<file path="src/rtl/muldiv_pkg.sv">
`default_nettype none
// ============================================================================
// muldiv_pkg : shared types, constants and helpers for the RV32M mul/div unit
// Revision   : 1.0
// ============================================================================
package muldiv_pkg;

  typedef enum logic [2:0] {
    OP_MUL    = 3'b000,
    OP_MULH   = 3'b001,
    OP_MULHSU = 3'b010,
    OP_MULHU  = 3'b011,
    OP_DIV    = 3'b100,
    OP_DIVU   = 3'b101,
    OP_REM    = 3'b110,
    OP_REMU   = 3'b111
  } op_t;

  typedef enum logic [1:0] {
    IDLE = 2'd0,
    CALC = 2'd1,
    DONE = 2'd2
  } state_t;

  // Widest value the helpers operate on; the full 2*XLEN product must fit.
  localparam int MAX_W = 64;

  localparam logic [MAX_W-1:0] DIV_BY_ZERO_Q = '1;

  // Two's-complement negation when neg is set, pass-through otherwise.
  function automatic logic [MAX_W-1:0] cond_neg(input logic [MAX_W-1:0] v, input logic neg);
    return neg ? (~v + MAX_W'(1)) : v;
  endfunction

endpackage : muldiv_pkg
`default_nettype wire

</file>
<file path="src/rtl/muldiv_unit.sv">
`default_nettype none
// ============================================================================
// muldiv_unit : iterative RV32M multiply/divide, one result bit per clock
// Revision    : 1.0
// ============================================================================
module muldiv_unit
  import muldiv_pkg::*;
#(
  parameter int XLEN = 32
) (
  input  logic            clk,
  input  logic            rst,
  input  logic            start,
  input  logic [2:0]      op,
  input  logic [XLEN-1:0] rs1_val,
  input  logic [XLEN-1:0] rs2_val,
  input  logic [4:0]      rd_addr,
  output logic            busy,
  output logic            done,
  output logic [XLEN-1:0] result,
  output logic [4:0]      rd_out,
  output logic            we_out
);

  localparam int              CW      = $clog2(XLEN);
  localparam logic [CW-1:0]   LAST    = CW'(XLEN - 1);
  localparam logic [XLEN-1:0] MIN_NEG = {1'b1, {(XLEN-1){1'b0}}};

  state_t              r_state;
  op_t                 r_op;
  logic [2*XLEN-1:0]   r_acc;
  logic [XLEN-1:0]     r_b;
  logic                r_neg_q;
  logic                r_neg_r;
  logic [CW-1:0]       r_count;

  op_t                 w_op;
  logic                w_sa, w_sb, w_neg_a, w_neg_b;
  logic [XLEN-1:0]     w_mag_a, w_mag_b;
  logic                w_div0, w_ovf;
  logic [XLEN-1:0]     w_special_res;
  logic [XLEN:0]       w_diff;
  logic [XLEN:0]       w_sum;
  logic [2*XLEN-1:0]   w_acc_next;
  logic [2*XLEN-1:0]   w_prod;
  logic [XLEN-1:0]     w_quot, w_rem;
  logic [XLEN-1:0]     w_final;

  // Operand conditioning at accept time.
  always_comb begin
    w_op    = op_t'(op);
    w_sa    = (w_op == OP_MULH) || (w_op == OP_MULHSU) || (w_op == OP_DIV) || (w_op == OP_REM);
    w_sb    = (w_op == OP_MULH) || (w_op == OP_DIV) || (w_op == OP_REM);
    w_neg_a = w_sa && rs1_val[XLEN-1];
    w_neg_b = w_sb && rs2_val[XLEN-1];
    w_mag_a = XLEN'(cond_neg(MAX_W'(rs1_val), w_neg_a));
    w_mag_b = XLEN'(cond_neg(MAX_W'(rs2_val), w_neg_b));
    w_div0  = op[2] && (rs2_val == '0);
    w_ovf   = ((w_op == OP_DIV) || (w_op == OP_REM)) && (rs1_val == MIN_NEG) && (rs2_val == '1);
    if (w_div0) begin
      w_special_res = op[1] ? rs1_val : XLEN'(DIV_BY_ZERO_Q);
    end else begin
      w_special_res = op[1] ? '0 : MIN_NEG;
    end
  end

  // Shared iteration step: r_acc holds {partial/remainder, multiplier/quotient}.
  always_comb begin
    w_diff = r_acc[2*XLEN-1:XLEN-1] - {1'b0, r_b};
    w_sum  = {1'b0, r_acc[2*XLEN-1:XLEN]} + (r_acc[0] ? {1'b0, r_b} : '0);
    if (r_op[2]) begin
      if (w_diff[XLEN]) begin
        w_acc_next = {r_acc[2*XLEN-2:0], 1'b0};
      end else begin
        w_acc_next = {w_diff[XLEN-1:0], r_acc[XLEN-2:0], 1'b1};
      end
    end else begin
      w_acc_next = {w_sum, r_acc[XLEN-1:1]};
    end
  end

  // Sign fixup applied on the final step so result is ready in DONE.
  always_comb begin
    w_prod = (2*XLEN)'(cond_neg(MAX_W'(w_acc_next), r_neg_q));
    w_quot = XLEN'(cond_neg(MAX_W'(w_acc_next[XLEN-1:0]), r_neg_q));
    w_rem  = XLEN'(cond_neg(MAX_W'(w_acc_next[2*XLEN-1:XLEN]), r_neg_r));
    case (r_op)
      OP_MUL:                         w_final = w_prod[XLEN-1:0];
      OP_MULH, OP_MULHSU, OP_MULHU:   w_final = w_prod[2*XLEN-1:XLEN];
      OP_DIV, OP_DIVU:                w_final = w_quot;
      default:                        w_final = w_rem;
    endcase
  end

  always_ff @(posedge clk) begin
    if (rst) begin
      r_state <= IDLE;
      r_op    <= OP_MUL;
      r_acc   <= '0;
      r_b     <= '0;
      r_neg_q <= 1'b0;
      r_neg_r <= 1'b0;
      r_count <= '0;
      busy    <= 1'b0;
      done    <= 1'b0;
      we_out  <= 1'b0;
      result  <= '0;
      rd_out  <= '0;
    end else begin
      case (r_state)
        IDLE: begin
          done   <= 1'b0;
          we_out <= 1'b0;
          if (start) begin
            r_op    <= w_op;
            rd_out  <= rd_addr;
            busy    <= 1'b1;
            r_count <= '0;
            if (w_div0 || w_ovf) begin
              result  <= w_special_res;
              done    <= 1'b1;
              we_out  <= (rd_addr != 5'd0);
              r_state <= DONE;
            end else begin
              r_acc   <= {{XLEN{1'b0}}, w_mag_a};
              r_b     <= w_mag_b;
              r_neg_q <= w_neg_a ^ w_neg_b;
              r_neg_r <= w_neg_a;
              r_state <= CALC;
            end
          end
        end
        CALC: begin
          r_acc   <= w_acc_next;
          r_count <= r_count + 1'b1;
          if (r_count == LAST) begin
            result  <= w_final;
            done    <= 1'b1;
            we_out  <= (rd_out != 5'd0);
            r_state <= DONE;
          end
        end
        DONE: begin
          done    <= 1'b0;
          we_out  <= 1'b0;
          busy    <= 1'b0;
          r_state <= IDLE;
        end
        default: begin
          r_state <= IDLE;
        end
      endcase
    end
  end

endmodule : muldiv_unit
`default_nettype wire

</file>
<file path="config.mk">
export PLATFORM = sky130hd
export DESIGN_NAME = muldiv_unit
export DESIGN_NICKNAME = d
export VERILOG_FILES = /design/src/rtl/muldiv_pkg.sv /design/src/rtl/muldiv_unit.sv
export SDC_FILE = /design/constraint.sdc
export NUM_CORES = 1
export LEC_CHECK = 0
export CAP_MARGIN = 10
export CORE_MARGIN = 2
export CORE_UTILIZATION = 60
export DETAILED_ROUTE_END_ITERATION = 7
export HOLD_SLACK_MARGIN = 0.02
export MAX_ROUTING_LAYER = met4
export PLACE_DENSITY_LB_ADDON = 0.1
export SLEW_MARGIN = 20
export SYNTH_ARGS = -nofsm -noshare
export SYNTH_HDL_FRONTEND = slang
export SYNTH_SLANG_ARGS = --single-unit
</file>
<file path="constraint.sdc">
create_clock -name clk -period 11.9 [get_ports clk]
set_input_delay 1.785 -clock clk [delete_from_list [all_inputs] [get_ports clk]]
set_output_delay 1.785 -clock clk [all_outputs]
set_load 0.05 [all_outputs]
</file>
==> results_dict.tcl <==
set metrics [dict create \
    switching_power_mw 1.06 \
    fin_setup_tns_ns 0 \
    cp-start-kind "flop" \
    viasPerCell 7.05 \
    synth_enable_flop_cells 0 \
    syn_nets 2464 \
    synth_flop_cell "dfxtp_1" \
    combPwrFrac_pct 47.9 \
    rr_worst_depth 22 \
    slew_viol_final 0 \
    drive_gt1_share_pct 5.33 \
    multi_input_area_mm2 0.0124 \
    start_util_pct 60.6 \
    worstHoldPathType "reg -> reg" \
    dr.pass1.iters 6 \
    nets 2483 \
    seqPwrFrac_pct 27.2 \
    min_to "rd_out[0]" \
    maxSlewHeadroom_pct 18.3 \
    grt_pass1_wl_um 97200 \
    timing.fmax_ghz 0.161 \
    synth_top_cell_by_area "dfxtp_1" \
    clkTransAtPathRegs_ns 0.08 \
    grt_pass1_vias 17400 \
    yosys.area.top_type_share_pct 18.4 \
    area_delta_synth_final_pct 11.6 \
    synth.top_cells.by_area "dfxtp_1, nor2_1, a21oi_1" \
    std_cell_rows 60 \
    dp_slack_ns 5.36 \
    seq_area_mm2 0.00297 \
    syn_area_per_cell_um2 6.98 \
    rsz0062_at_grt "no" \
    ioPinCount 115 \
    worstPathArrival_ns 6.54 \
    num_vias 18900 \
    crit_top_cell "inv_1" \
    fin_util_pct 67.6 \
    n_fill_cell 2373 \
    cp_max_fo 16 \
    timing.rr.end "result[16]" \
    grt_overflow_total 0 \
    antenna_found_initial 1 \
    cpPeakStageDelay_ns 0.71 \
    clock_power_share_pct 25.0 \
    syn-cell-area_mm2 0.0161 \
    drc_errors 0 \
    synth_cell_types 93 \
    htree_num_levels 4 \
    drtIter0Drc 2831 \
    synth-seq-area-share_pct 18.4 \
    cts_sinks 148 \
    routed_wl_um 62900 \
    endpoint_kind "flop" \
    grt_max_degree 83 \
    worst_ep_required_time_ns 12.25 \
    ant_nets 0 \
    post_cts_resized 0 \
    worst_slack_ns 5.70 \
    crit_type "reg -> reg" \
    reg2reg_from "r_acc[31]" \
    dp.final_hpwl_um 48000 \
    coreArea_mm2 0.0267 \
    cts_tree "yes" \
    whs_ns 0.478 \
    gp_congestion 1.09 \
    power.density_mw_per_mm2 127 \
    die_w_um 168 \
    synth_warnings 0 \
    synth_cells 2312 \
    peakVddDrop_mv 0.0943 \
    cts-root-buf "clkbuf_16" \
    crit_slowest_cell "nand3_1" \
    die_h_um 168 \
    track_usage_pct 44.7 \
    synth_seq_cells 148 \
    r2r_slack_ns 5.70 \
    max_cap_violations 0 \
    worstHoldStart "rd_out[0]" \
    status "complete, no violations" \
    finalCritPeriodShare_pct 52.1 \
    power_leakage_nw 6.67 \
    cts_made_buffers 17 \
    clock_skew_ns 0.0154 \
    path_cells "inv_1, ha_1, inv_1, fa_1, a211oi_1, o211ai_1, and3_4, o2111ai_2, nand3_1, nand2_1, nand2_1, a31oi_1, inv_1, ha_1, o21ai_0, a31o_4, nor3_1, nand3_1, o21ai_0, xnor2_1, o221ai_1, a221oi_1" \
    async_flop_share_pct 0 \
    p_int_mw 1.22 \
    postCtsSetupRepairBufs 0 \
    clk_latency_ns 0.45 \
    die_area_mm2 0.0282 \
    hold_viol 0 \
    numPortBuffers 114 \
    tightest_slew_ns 1.21 \
    hold_buffers 0 \
    setup_viol 0 \
    p_sw_share_pct 46.6 \
    fin_crit_ns 6.20 \
    clockBufferDepth 2 \
    routed_wire_length_per_instance_um 23.4 \
    hold_depth 2 \
]
## flip-flops by register name (all words and copies together) (netlist names)
| name | count |
|---|---|
| r_acc | 64 |
| r_b | 32 |
| we_out | 1 |
| busy | 1 |
| rd_out | 5 |
| r_neg_r | 1 |
| r_count | 5 |
| r_op | 3 |
| done | 1 |
| r_neg_q | 1 |
| result | 32 |
| r_state | 2 |
## metal layers
layer | routed length, um | vias up | track usage, % | share of wire (%)
met3 | 7780 | 271 | 12.5 | 12
li1 | - | 8575 | - | -
met4 | 3340 | 0 | 20.2 | 5.3
met2 | 26300 | 1265 | 64.9 | 42
met1 | 25500 | 8835 | 57.6 | 41
met5 | 0 | - | - | 0
## cell usage after synthesis (all sizes together) (7+ instances only)
cell	instances
a2111oi	8
a211oi	82
a21o	34
a21oi	193
a221oi	17
a22oi	31
a311oi	12
a31oi	33
and2	45
and3	18
buf	40
clkbuf	105
dfxtp	148
ha	75
inv	78
mux2	12
mux2i	45
nand2	239
nand2b	21
nand3	49
nand4	29
nor2	273
nor2b	14
nor3	84
nor3b	7
nor4	19
o211ai	54
o21a	8
o21ai	157
o21bai	11
o221ai	10
o22ai	13
o31ai	27
o41ai	13
or2	13
or3	16
or4	15
xnor2	105
xor2	73
## critical path: cells and delay by family (launching register included)
family | cells | cell delay [ns]
and+or+nand+nor | 6 | 1.89
DFF | 1 | 0.34
xor gates and xnor gates | 1 | 0.29
AOI/OAI and AO/OA | 9 | 2.41
buffers and inverters | 3 | 0.30
adders and majority gates | 3 | 0.88
## cells by family after synthesis
group	after synthesis	share of synthesized area, %
AO/OA/AOI/OAI	765	31.5
XOR/XNOR	178	9.66
adder cells (fa/ha/maj)	77	6.06
buffers and inverters	223	5.44
flip-flops	148	18.4
multiplexers	57	3.63
AND/OR/NAND/NOR	864	25.4
## through the flow
stage	power, mW	instance area, um^2	instances
5_1_grt	2.37	18000	2686
2_1_floorplan	1.34	16100	2312
4_1_cts	2.23	18000	2684
3_3_place_gp	1.65	17400	2652
6_report	2.28	18000	2686
3_5_place_dp	1.67	17400	2652
## placed cells by master (no fill, tap or decap), types with 21 or more instances in the layout
cell and count:
nand2_1 238, mux2i_1 45, nand3_1 49, nor3_1 82, o211ai_1 54, o31ai_1 26
nor2_1 271, nand2b_1 21, and2_1 44, a21oi_1 189, a31oi_1 33, buf_4 31
xor2_1 73, nand4_1 29, a21o_1 34, ha_1 74, a22oi_1 31, a211oi_1 81
xnor2_1 105, clkdlybuf4s50_1 113, o21ai_0 150, dfxtp_1 147, inv_1 78
## worst max-delay path by stage
stage	from	to	slack [ns]
floorplan	r_acc[31]	result[28]	6.47
global placement	rs2_val[6]	r_acc[29]	5.48
detailed placement	rs2_val[6]	r_acc[39]	5.36
CTS	rs2_val[6]	r_acc[39]	5.78
global route	r_acc[0]	result[31]	5.31
finish	r_acc[31]	result[16]	5.70
## cell type report
class                      count  share of cell area [%]
timing repair buffer         145                    7.61
clock inverter                14                   0.882
multi-input combinational   1941                    68.6
antenna                        1                  0.0139
sequential                   148                    16.5
clock buffer                  18                    2.44
tap                          341                    2.37
inverter                      78                    1.63
## power groups by stage
stage	registers, mW	logic [mW]	clock network [mW]
2_1_floorplan	0.651	0.687	0
3_3_place_gp	0.624	1.03	0
3_5_place_dp	0.626	1.04	0
4_1_cts	0.615	1.05	0.565
5_1_grt	0.624	1.16	0.588
6_report	0.620	1.09	0.570
Power figures use the tool's default switching activity.
